==> src/rtl/vga_timing_pkg.sv <==
// Default 640x480@60 raster constants and the line/frame total and sync-region bound helpers.
package vga_timing_pkg;

    localparam int DEF_CLK_DIV  = 2;
    localparam int DEF_H_ACTIVE = 640;
    localparam int DEF_H_FP     = 16;
    localparam int DEF_H_SYNC   = 96;
    localparam int DEF_H_BP     = 48;
    localparam int DEF_V_ACTIVE = 480;
    localparam int DEF_V_FP     = 10;
    localparam int DEF_V_SYNC   = 2;
    localparam int DEF_V_BP     = 33;
    localparam int DEF_CW       = 10;

    function automatic int rasterTotal(int active, int fp, int sync, int bp);
        return active + fp + sync + bp;
    endfunction

    function automatic int syncFirst(int active, int fp);
        return active + fp;
    endfunction

    function automatic int syncLast(int active, int fp, int sync);
        return active + fp + sync - 1;
    endfunction

endpackage

==> src/rtl/pixel_enable_div.sv <==
// Divides clkIn down to a one-cycle pixel strobe; 'advance' is the combinational
// qualifier the raster counters use on the same edge the strobe is registered.
module pixel_enable_div
    import vga_timing_pkg::*;
#(
    parameter int CLK_DIV = DEF_CLK_DIV
) (
    input  logic clkIn,
    input  logic resetN,
    input  logic enable,
    output logic pixelEn,
    output logic advance
);

    localparam int DW = (CLK_DIV > 1) ? $clog2(CLK_DIV) : 1;
    localparam logic [DW-1:0] DIV_LAST = DW'(CLK_DIV - 1);

    logic [DW-1:0] divCnt;

    assign advance = enable && (divCnt == DIV_LAST);

    always_ff @(posedge clkIn or negedge resetN) begin
        if (!resetN) begin
            divCnt  <= '0;
            pixelEn <= 1'b0;
        end else begin
            pixelEn <= advance;
            if (advance) begin
                divCnt <= '0;
            end else if (enable) begin
                divCnt <= divCnt + 1'b1;
            end
        end
    end

endmodule

==> src/rtl/vga_timing_gen.sv <==
// VGA raster timing on the system clock with a derived pixel enable.
// Optional 8-bit frame counter port when VGA_FRAME_CNT_EN is defined.
module vga_timing_gen
    import vga_timing_pkg::*;
#(
    parameter int   CLK_DIV  = DEF_CLK_DIV,
    parameter int   H_ACTIVE = DEF_H_ACTIVE,
    parameter int   H_FP     = DEF_H_FP,
    parameter int   H_SYNC   = DEF_H_SYNC,
    parameter int   H_BP     = DEF_H_BP,
    parameter int   V_ACTIVE = DEF_V_ACTIVE,
    parameter int   V_FP     = DEF_V_FP,
    parameter int   V_SYNC   = DEF_V_SYNC,
    parameter int   V_BP     = DEF_V_BP,
    parameter logic HS_POL   = 1'b0,
    parameter logic VS_POL   = 1'b0,
    parameter int   CW       = DEF_CW
) (
    input  logic          clkIn,
    input  logic          resetN,
    input  logic          enable,
    output logic          pixelEn,
    output logic          hsync,
    output logic          vsync,
    output logic          videoOn,
    output logic [CW-1:0] pixelX,
    output logic [CW-1:0] pixelY,
    output logic          lineStart,
    output logic          frameStart
`ifdef VGA_FRAME_CNT_EN
    ,
    output logic [7:0]    frameCount
`endif
);

    localparam logic [CW-1:0] H_LAST   = CW'(rasterTotal(H_ACTIVE, H_FP, H_SYNC, H_BP) - 1);
    localparam logic [CW-1:0] V_LAST   = CW'(rasterTotal(V_ACTIVE, V_FP, V_SYNC, V_BP) - 1);
    localparam logic [CW-1:0] HS_FIRST = CW'(syncFirst(H_ACTIVE, H_FP));
    localparam logic [CW-1:0] HS_LAST  = CW'(syncLast(H_ACTIVE, H_FP, H_SYNC));
    localparam logic [CW-1:0] VS_FIRST = CW'(syncFirst(V_ACTIVE, V_FP));
    localparam logic [CW-1:0] VS_LAST  = CW'(syncLast(V_ACTIVE, V_FP, V_SYNC));
    localparam logic [CW-1:0] H_VIS    = CW'(H_ACTIVE);
    localparam logic [CW-1:0] V_VIS    = CW'(V_ACTIVE);

    logic          advance;
    logic [CW-1:0] hCnt;
    logic [CW-1:0] vCnt;
    logic [CW-1:0] hNext;
    logic [CW-1:0] vNext;

    pixel_enable_div #(.CLK_DIV(CLK_DIV)) uDiv (
        .clkIn   (clkIn),
        .resetN  (resetN),
        .enable  (enable),
        .pixelEn (pixelEn),
        .advance (advance)
    );

    always_comb begin
        hNext = hCnt + 1'b1;
        vNext = vCnt;
        if (hCnt == H_LAST) begin
            hNext = '0;
            vNext = (vCnt == V_LAST) ? '0 : vCnt + 1'b1;
        end
    end

    // Counters reset to the last raster position so the first advance lands on (0,0).
    always_ff @(posedge clkIn or negedge resetN) begin
        if (!resetN) begin
            hCnt       <= H_LAST;
            vCnt       <= V_LAST;
            pixelX     <= '0;
            pixelY     <= '0;
            hsync      <= ~HS_POL;
            vsync      <= ~VS_POL;
            videoOn    <= 1'b0;
            lineStart  <= 1'b0;
            frameStart <= 1'b0;
        end else begin
            lineStart  <= 1'b0;
            frameStart <= 1'b0;
            if (advance) begin
                hCnt       <= hNext;
                vCnt       <= vNext;
                pixelX     <= hNext;
                pixelY     <= vNext;
                hsync      <= (hNext >= HS_FIRST && hNext <= HS_LAST) ? HS_POL : ~HS_POL;
                vsync      <= (vNext >= VS_FIRST && vNext <= VS_LAST) ? VS_POL : ~VS_POL;
                videoOn    <= (hNext < H_VIS) && (vNext < V_VIS);
                lineStart  <= (hNext == '0);
                frameStart <= (hNext == '0) && (vNext == '0);
            end
        end
    end

`ifdef VGA_FRAME_CNT_EN
    always_ff @(posedge clkIn or negedge resetN) begin
        if (!resetN) begin
            frameCount <= '0;
        end else if (advance && hNext == '0 && vNext == '0) begin
            frameCount <= frameCount + 8'd1;
        end
    end
`endif

endmodule

==> config.mk <==
export PLATFORM = sky130hd
export DESIGN_NAME = vga_timing_gen
export DESIGN_NICKNAME = d
export VERILOG_FILES = /design/src/rtl/vga_timing_pkg.sv /design/src/rtl/pixel_enable_div.sv /design/src/rtl/vga_timing_gen.sv
export SDC_FILE = /design/constraint.sdc
export NUM_CORES = 1
export LEC_CHECK = 0
export ABC_AREA = 1
export BUFFER_PORTS_ARGS = -buffer_cell sky130_fd_sc_hd__buf_2
export CAP_MARGIN = 20
export CELL_PAD_IN_SITES_DETAIL_PLACEMENT = 1
export CELL_PAD_IN_SITES_GLOBAL_PLACEMENT = 2
export CORE_UTILIZATION = 29
export CTS_CLUSTER_DIAMETER = 50
export DETAILED_ROUTE_END_ITERATION = 8
export GPL_ROUTABILITY_DRIVEN = 0
export PLACE_DENSITY_LB_ADDON = 0.1
export SYNTH_ARGS = -nofsm -noshare
export SYNTH_HDL_FRONTEND = slang
export SYNTH_SLANG_ARGS = --single-unit
export TNS_END_PERCENT = 100
==> constraint.sdc <==
create_clock -name clkIn -period 1.8 [get_ports clkIn]
set_clock_uncertainty 0.05 [all_clocks]
set_input_delay 0.27 -clock clkIn [delete_from_list [all_inputs] [get_ports clkIn]]
set_output_delay 0.27 -clock clkIn [all_outputs]
set_load 0.05 [all_outputs]
==> tab_implementation.tex, run 1 <==
\begin{tabular}{lr}
\hline
Metric & Value \\
\hline
\multicolumn{2}{l}{\textbf{Die}} \\
\quad Floorplan core area & 0.00733 mm² \\
\quad Die Span Y & 89.7 µm \\
\quad Number of placement rows & 31 \\
\quad Die boundary width & 89.7 µm \\
\quad Initial cell density of the core & 30.4\% \\
\quad Top-level port count & 29 \\
\quad Total Die Area & about 0.008 mm² \\
\multicolumn{2}{l}{\textbf{Synthesis}} \\
\quad Top cells by instance count after synthesis & 109 x sky130\_fd\_sc\_hd\_\_nand2\_1, 39 x sky130\_fd\_sc\_hd\_\_nor2\_1, 30 x sky130\_fd\_sc\_hd\_\_inv\_1 \\
\quad Net count after synthesis & 320 \\
\quad Most frequently used cell type in the post-synthesis netlist & sky130\_fd\_sc\_hd\_\_nand2\_1 \\
\quad Number of synthesized register bits & 37 \\
\quad Area share of the largest cell type after synthesis & between 20 and 30\% \\
\quad Post-synthesis cell type with the largest combined area & sky130\_fd\_sc\_hd\_\_dfrtp\_1 \\
\quad Proportion of synthesized chip area in sequential cells & $\sim$42\% \\
\quad Async SR Flop Fraction & 100\% \\
\quad Number of warnings issued by yosys & 0 \\
\quad Number of library cell types mapped by synthesis & 26 \\
\quad Syn\_area\_per\_cell & 7.15 µm² \\
\quad EDFF count, synth & 0 \\
\quad Synthesized cell area & 0.00223 mm² \\
\quad Leading cell types by total area after synthesis & sky130\_fd\_sc\_hd\_\_dfrtp\_1 28\%, sky130\_fd\_sc\_hd\_\_nand2\_1 18\%, sky130\_fd\_sc\_hd\_\_dfstp\_2 14\% \\
\quad Count of mapped cells out of synthesis & 312 \\
\quad Top flip-flop cell by instance count after synthesis & sky130\_fd\_sc\_hd\_\_dfrtp\_1 \\
\multicolumn{2}{l}{\textbf{Final layout}} \\
\quad Final-stage net count & 398 \\
\quad Fraction of final layout cells sized beyond drive strength 1 & 42.2\% \\
\quad Antenna diode instance count & 0 \\
\quad Layout fillers & 902 \\
\quad Post-synthesis to final-layout area growth & 43.2\% \\
\quad Cell area after layout & 0.00320 mm² \\
\multicolumn{2}{l}{\textbf{Placed design}} \\
\quad Total placed instance area & 0.00277 mm² \\
\quad DP HPWL & 5090 µm \\
\quad PortBufs & 28 \\
\multicolumn{2}{l}{\textbf{Timing}} \\
\quad Number of max-slew violations in the final report & 0 \\
\quad Final setup violation count & 5 \\
\quad Setup TNS & -0.102 ns \\
\quad Max-slew headroom & 68.7\% \\
\quad Count of final hold-check violations & 0 \\
\quad Unrepaired setup endpoints after global routing & true \\
\quad Setup slack of the critical path after layout & -0.0496 ns \\
\quad Worst-margin pin slew & 0.469 ns \\
\quad Final Critical Period & 1.85 ns \\
\quad Final cycle utilization of the critical path & 103\% \\
\quad Fmax & 0.541 GHz \\
\multicolumn{2}{l}{\textbf{Power and ir drop}} \\
\quad Share of total power consumed by net switching & a little under half \\
\quad Power share of the sequential group & a little over a third \\
\quad Power share of the clock group & between 10\% and 20\% \\
\quad Leakage power summed over all cells & approximately 0.0016 µW \\
\quad Pint & 1990 µW \\
\quad Switch Pwr & 1640 µW \\
\quad Worst supply voltage drop on vdd & 561 µV \\
\quad Overall power & 3620 µW \\
\quad Share of total power in combinational logic & 47.5\% \\
\quad Pwr per Cell Area & 1130 mW/mm² \\
\multicolumn{2}{l}{\textbf{Detailed routing}} \\
\quad WL met1 & 3390 µm \\
\quad Via-to-Cell Ratio & 4.57 \\
\quad Per-cell routed wire length & 14.0 µm \\
\quad Wire length on met3 & 144 µm \\
\quad Met2 wire length & 3220 µm \\
\quad Highest metal layer with signal wires & met4 \\
\quad Remaining antenna violation count after routing & 0 \\
\quad Via count & 2240 \\
\quad Iteration-0 DRC count of the detailed router & 83 \\
\quad \# DRC & 0 \\
\quad Detailed Routing Iterations Pass 1 & 4 \\
\quad Overall routed net length & about 6800 µm \\
\multicolumn{2}{l}{\textbf{Run}} \\
\quad Max Cap Violations & 0 \\
\multicolumn{2}{l}{\textbf{Global route}} \\
\quad Initial antenna violation count & 0 \\
\quad Overall overflow remaining after global route & 0 \\
\quad Vias in the first global route & 2312 \\
\quad Wire length of the first global-routing pass & 11300 µm \\
\quad Pin count of the biggest net entering global routing & 23 \\
\quad Overall routing resource usage & 17.6\% \\
\multicolumn{2}{l}{\textbf{Critical path}} \\
\quad Launching element type of the critical path & flip-flop \\
\quad Crit path max fanout & 8 \\
\quad Launching element of the worst setup path & hCnt[1]\$\_DFFE\_PN1P\_ \\
\quad Category of the critical setup timing path & reg2reg \\
\quad Setup slack of the worst register-to-register path & -0.05 ns \\
\quad Kind of end point of the critical path & flip-flop \\
\quad Worst flop-to-flop path startpoint & hCnt[1]\$\_DFFE\_PN1P\_ \\
\quad Reg2reg end & frameStart\$\_DFF\_PN0\_ \\
\quad Arrival time worst endpoint & 2.03 ns \\
\quad Capturing instance or port of the critical path & frameStart\$\_DFF\_PN0\_ \\
\quad Worst Reg-to-Reg Cells & 12 \\
\quad Required time of the critical path & 1.98 ns \\
\multicolumn{2}{l}{\textbf{CTS}} \\
\quad Clock tree from TritonCTS & yes \\
\quad Inserted Clock Buffers & 5 \\
\quad Insertion delay of the later-clocked pin in the worst-skew pair & 0.30 ns \\
\quad Maximum level of the CTS H-tree & 2 \\
\quad \# clock sinks & 37 \\
\quad Clock Pin Slew Worst Setup and Hold Paths & 0.08 ns \\
\quad Clock root buffer & sky130\_fd\_sc\_hd\_\_clkbuf\_8 \\
\quad Largest buffer count on any clock path & 2 \\
\multicolumn{2}{l}{\textbf{Worst hold path}} \\
\quad HP Class & in2reg \\
\multicolumn{2}{l}{\textbf{Outcome}} \\
\quad Violations in the final reports & setup timing \\
\quad Status & complete, but fails checks \\
\hline
\end{tabular}
repair_timing:
item                                    CTS  global route
buffers inserted                          7             4
hold buffers                              1             0
gates cloned                              0             1
hold endpoints to repair                 13             0
pin swaps                                12            20
gates resized for setup                  30            35
endpoints found under the setup margin   12            26
cells by family after synthesis:
group,after synthesis,synth area share (%)
AO/OA/AOI/OAI,24,5.38
adder cells (fa/ha/maj),5,2.80
flip-flops,37,42.2
AND/OR/NAND/NOR,194,38.1
XOR/XNOR,3,1.18
buffers and inverters,49,10.4
area by class of cell:
type / count / area, µm² / area share, %
Sequential cell: 37 / 942 / 29.5
Timing Repair Buffer: 88 / 651 / 20.4
Multi-Input combinational cell: 226 / 1260 / 39.5
Tap cell: 99 / 124 / 3.87
Clock inverter: 1 / 7.51 / 0.235
Clock buffer: 7 / 86.3 / 2.70
Inverter: 32 / 124 / 3.87
metrics by stage:
stage / util, % / hold slack, ns / worst slack (ns) / cells
3_3_place_gp: 37.8 / 0.208 / -0.269 / 469
6_report: 43.6 / 0.164 / -0.0496 / 490
3_5_place_dp: 37.8 / 0.204 / -0.273 / 469
2_1_floorplan: - / -0.0756 / 0.0171 / 312
4_1_cts: 41.5 / 0.164 / -0.0807 / 485
5_1_grt: 43.6 / 0.177 / -0.207 / 490
state kept, by name, summed over array words and instances (netlist names):
register	flops
hCnt	7
hsync	1
videoOn	1
frameStart	1
uDiv.pixelEn	1
vCnt	3
vsync	1
uDiv.divCnt	1
pixelX	10
pixelY	10
lineStart	1
layout by cell type (no fill, tap or decap), drive strengths merged:
cell / netlist / final
nand2: 111 / 111
buf: 12 / 86
xor2: 3 / 3
nand3b: 2 / 2
o21ai: 22 / 22
inv: 31 / 31
nor3: 4 / 4
or2: 1 / 1
dlygate4sd3: 0 / 1
nand4: 8 / 8
nor2: 42 / 42
clkbuf: 5 / 8
a21oi: 2 / 2
dfrtp: 25 / 25
clkinvlp: 0 / 2
nand3: 26 / 26
dfstp: 12 / 12
ha: 5 / 5
per-layer routing:
metal / up-vias / track usage, %
met2: 29 / 28.2
met4: 0 / 6.01
met1: 1077 / 24.4
met3: 7 / 2.20
met5: - / 0
li1: 1127 / -
critical path, cell delays in order, from the launching register on:
cell and delay, ns:
sky130_fd_sc_hd__dfstp_2 0.56, sky130_fd_sc_hd__ha_4 0.14, sky130_fd_sc_hd__nand4_4 0.10, sky130_fd_sc_hd__nor2_4 0.20
sky130_fd_sc_hd__buf_12 0.15, sky130_fd_sc_hd__nand2_4 0.04, sky130_fd_sc_hd__nand2_2 0.07, sky130_fd_sc_hd__nand2_2 0.07
sky130_fd_sc_hd__nand2_1 0.06, sky130_fd_sc_hd__nand2_1 0.07, sky130_fd_sc_hd__nor2_2 0.11, sky130_fd_sc_hd__nand3b_1 0.08
sky130_fd_sc_hd__nor2_1 0.08
worst min path at each step:
| stage | slack [ns] | cells after the start | startpoint | to |
|---|---|---|---|---|
| final | 0.16 | 3 | enable | uDiv.divCnt$_DFFE_PN0P_ |
| after global routing | 0.18 | 3 | enable | uDiv.divCnt$_DFFE_PN0P_ |
| after CTS | 0.16 | 3 | enable | uDiv.divCnt$_DFFE_PN0P_ |
| after detailed placement | 0.20 | 1 | resetN | pixelY[7]$_DFFE_PN0P_ |
| after global placement | 0.21 | 1 | resetN | pixelY[7]$_DFFE_PN0P_ |
| after floorplan | -0.08 | 0 | resetN | frameStart$_DFF_PN0_ |
power groups by stage:
stage / Sequential [µW] / Combinational, µW / Clock, µW
global placement: 1280 / 1520 / 0
floorplan: 1540 / 769 / 0
finish: 1270 / 1720 / 630
CTS: 1270 / 1660 / 659
detailed placement: 1280 / 1530 / 0
global route: 1310 / 1880 / 680
No activity file was read; power rests on OpenSTA's default activity.
==> inputs of run 2 (changes only) <==
--- a/config.mk
+++ b/config.mk
@@ -15,6 +15,7 @@
 export DETAILED_ROUTE_END_ITERATION = 8
 export GPL_ROUTABILITY_DRIVEN = 0
 export PLACE_DENSITY_LB_ADDON = 0.1
+export RECOVER_POWER = 50
 export SYNTH_ARGS = -nofsm -noshare
 export SYNTH_HDL_FRONTEND = slang
 export SYNTH_SLANG_ARGS = --single-unit
==> tab_implementation.tex, run 2 (synthesis gave the netlist of run 1 again) <==
\begin{tabular}{lr}
\hline
Metric & Value \\
\hline
\multicolumn{2}{l}{\textbf{CTS}} \\
\quad \# clock sinks & 37 (unchanged) \\
\quad Clock root buffer & sky130\_fd\_sc\_hd\_\_clkbuf\_8 \\
\quad Clock Pin Slew Worst Setup and Hold Paths & 0.08 ns (about the same) \\
\quad Clock tree from TritonCTS & yes \\
\quad Inserted Clock Buffers & 5 (unchanged) \\
\quad Maximum level of the CTS H-tree & 2 (unchanged) \\
\quad Insertion delay of the later-clocked pin in the worst-skew pair & 0.30 ns (about the same) \\
\quad Largest buffer count on any clock path & 2 (unchanged) \\
\multicolumn{2}{l}{\textbf{Critical path}} \\
\quad Kind of end point of the critical path & flip-flop \\
\quad Library cell contributing the largest single delay on the critical path & sky130\_fd\_sc\_hd\_\_dfstp\_2 \\
\quad Crit path max fanout & 8 (unchanged) \\
\quad Required time of the critical path & 1.98 ns (about the same) \\
\quad Critical Path Max Stage Delay & 0.56 ns (about the same) \\
\quad Setup slack of the worst register-to-register path & -0.05 ns (about the same) \\
\quad CP top delay family & simple AND/OR/NAND/NOR gates \\
\quad Arrival time worst endpoint & 2.03 ns (about the same) \\
\quad Launching element type of the critical path & flip-flop \\
\quad Buffering stage count on the worst path with inverters included & 1 (unchanged) \\
\quad Category of the critical setup timing path & reg2reg \\
\quad CP Cell Sequence & ha\_4 -> nand4\_4 -> nor2\_4 -> buf\_12 -> nand2\_4 -> nand2\_2 -> nand2\_2 -> nand2\_1 -> nand2\_1 -> nor2\_2 -> nand3b\_1 -> nor2\_1 \\
\multicolumn{2}{l}{\textbf{Die}} \\
\quad Top-level port count & 29 (unchanged) \\
\quad Floorplan core area & 0.00733 mm² (unchanged) \\
\quad Number of placement rows & 31 (unchanged) \\
\quad Die boundary width & 89.7 µm (unchanged) \\
\quad Die Span Y & 89.7 µm (unchanged) \\
\quad Total Die Area & 0.00805 mm² (unchanged) \\
\quad Initial cell density of the core & 30.4\% (unchanged) \\
\multicolumn{2}{l}{\textbf{Final layout}} \\
\quad Most common cell after layout, fill and taps aside & sky130\_fd\_sc\_hd\_\_nand2\_1 \\
\quad Final-stage net count & 398 (unchanged) \\
\quad Post-route insts no fill & 490 (unchanged) \\
\quad Antenna diode instance count & 0 (unchanged) \\
\quad Post-synthesis to final-layout area growth & 42.9\% \\
\quad Fraction of final layout cells sized beyond drive strength 1 & 40.9\% (-1.3 points) \\
\quad Commonest cells after routing, fill and taps aside & 88 x sky130\_fd\_sc\_hd\_\_nand2\_1, 52 x sky130\_fd\_sc\_hd\_\_buf\_4, 34 x sky130\_fd\_sc\_hd\_\_nor2\_1 \\
\quad Regs by FF count & pixelX x10, pixelY x10, hCnt x7 \\
\quad Layout fillers & 902 (unchanged) \\
\multicolumn{2}{l}{\textbf{Power and ir drop}} \\
\quad Pwr per Cell Area & 1130 mW/mm² (+0.11\%) \\
\quad Overall power & 3620 µW (about the same) \\
\quad Leakage power summed over all cells & 0.00163 µW (-1.0\%) \\
\quad Worst supply voltage drop on vdd & 561 µV (about the same) \\
\multicolumn{2}{l}{\textbf{Placed design}} \\
\quad Worst slack at placement & -0.273 ns (unchanged) \\
\quad DP HPWL & 5090 µm (unchanged) \\
\quad Placed cell count & 469 (unchanged) \\
\quad PortBufs & 28 (unchanged) \\
\multicolumn{2}{l}{\textbf{Timing}} \\
\quad Worst-margin pin slew & 1.13 ns (+0.659 ns) \\
\quad Count of final hold-check violations & 0 (unchanged) \\
\quad Fmax & 0.541 GHz (about the same) \\
\quad Number of max-slew violations in the final report & 0 (unchanged) \\
\quad Final cycle utilization of the critical path & 103\% (about the same) \\
\quad Max-slew headroom & 24.8\% (-44 points) \\
\quad Unrepaired setup endpoints after global routing & true \\
\quad Final Critical Period & 1.85 ns (+0.00000490 ns) \\
\quad Final setup violation count & 5 (unchanged) \\
\quad Worst Hold Slack & 0.164 ns (unchanged) \\
\quad Setup slack of the critical path after layout & -0.0496 ns (-0.00000490 ns) \\
\multicolumn{2}{l}{\textbf{Global route}} \\
\quad Overall overflow remaining after global route & 0 (unchanged) \\
\quad Vias in the first global route & 2312 (unchanged) \\
\quad Wire length of the first global-routing pass & 11300 µm (unchanged) \\
\quad Initial antenna violation count & 0 (unchanged) \\
\quad Pin count of the biggest net entering global routing & 23 (unchanged) \\
\quad Overall routing resource usage & 17.6\% (unchanged) \\
\multicolumn{2}{l}{\textbf{Worst hold path}} \\
\quad HP Class & in2reg \\
\multicolumn{2}{l}{\textbf{Detailed routing}} \\
\quad Via count & 2240 (unchanged) \\
\quad Per-cell routed wire length & 14.0 µm (about the same) \\
\quad Iteration-0 DRC count of the detailed router & 83 (unchanged) \\
\quad \# DRC & 0 (unchanged) \\
\quad Remaining antenna violation count after routing & 0 (unchanged) \\
\quad Overall routed net length & 6850 µm (about the same) \\
\quad Via-to-Cell Ratio & 4.57 (unchanged) \\
\quad Detailed Routing Iterations Pass 1 & 4 (unchanged) \\
\multicolumn{2}{l}{\textbf{Outcome}} \\
\quad Violations in the final reports & setup timing \\
\quad Status & complete, but fails checks \\
\multicolumn{2}{l}{\textbf{Run}} \\
\quad Max Cap Violations & 0 (unchanged) \\
\hline
\end{tabular}
run 2: cell types whose count changed in the layout (fill, tap and decap cells not counted), sizes merged:
cell and delta:
buf -5, clkbuf +5
run 2: final cells by class:
cell class / count / area, µm² / share of cell area [%]
clock inverters: 1 / 7.51 / 0.235
clock buffers: 7 / 86.3 / 2.71
repair buffers: 88 / 644 / 20.2
inverters: 32 / 124 / 3.88
well taps: 99 / 124 / 3.88
multi-input cells: 226 / 1260 / 39.6
flip-flops and latches: 37 / 942 / 29.5
run 2: final timing paths:
path	startpoint	end	cells after the start
max	hCnt[1]$_DFFE_PN1P_	frameStart$_DFF_PN0_	12
min	enable	uDiv.divCnt$_DFFE_PN0P_	3
max reg2reg	hCnt[1]$_DFFE_PN1P_	frameStart$_DFF_PN0_	12
min reg2reg	pixelX[4]$_DFFE_PN0P_	pixelX[4]$_DFFE_PN0P_	2
max in group asynchronous	resetN	hCnt[1]$_DFFE_PN1P_	3
min in group asynchronous	resetN	videoOn$_DFFE_PN0P_	2
run 2: repair_timing:
| action | 4_1_cts | 5_1_grt |
|---|---|---|
| hold endpoints to repair | 13 | 0 |
| hold buffers | 1 | 0 |
| gates resized for setup | 30 | 35 |
| pin swaps | 12 | 20 |
| endpoints found under the setup margin | 12 | 26 |
| buffers inserted | 7 | 4 |
| cloned | 0 | 1 |
run 2: through the flow:
step                      area, µm²  setup TNS (ns)  util [%]
after floorplan                2240               0         -
after global placement         2770          -0.808      37.8
after detailed placement       2770           -1.06      37.8
after CTS                      3040          -0.148      41.5
after global routing           3190           -1.30      43.5
final                          3190          -0.102      43.5
run 2: report_power, final:
part | internal [µW] | switching, µW
Clock | 312 | 319
Combinational | 591 | 1120
Sequential | 1080 | 192
Total | 1980 | 1640
run 2: worst min-delay path: stages:
cell	delay [ns]
sky130_fd_sc_hd__buf_2	0.09
sky130_fd_sc_hd__nor2_1	0.04
sky130_fd_sc_hd__nor2_1	0.08
run 2: per-layer routing:
layer	up-vias	part of all wire, %	global-route usage, %	wire length [µm]
met2	29	47	28.2	3220
met1	1077	50	24.4	3400
li1	1127	-	-	-
met3	7	2.1	2.20	142
met4	0	1.2	6.01	83
met5	-	0	0	0
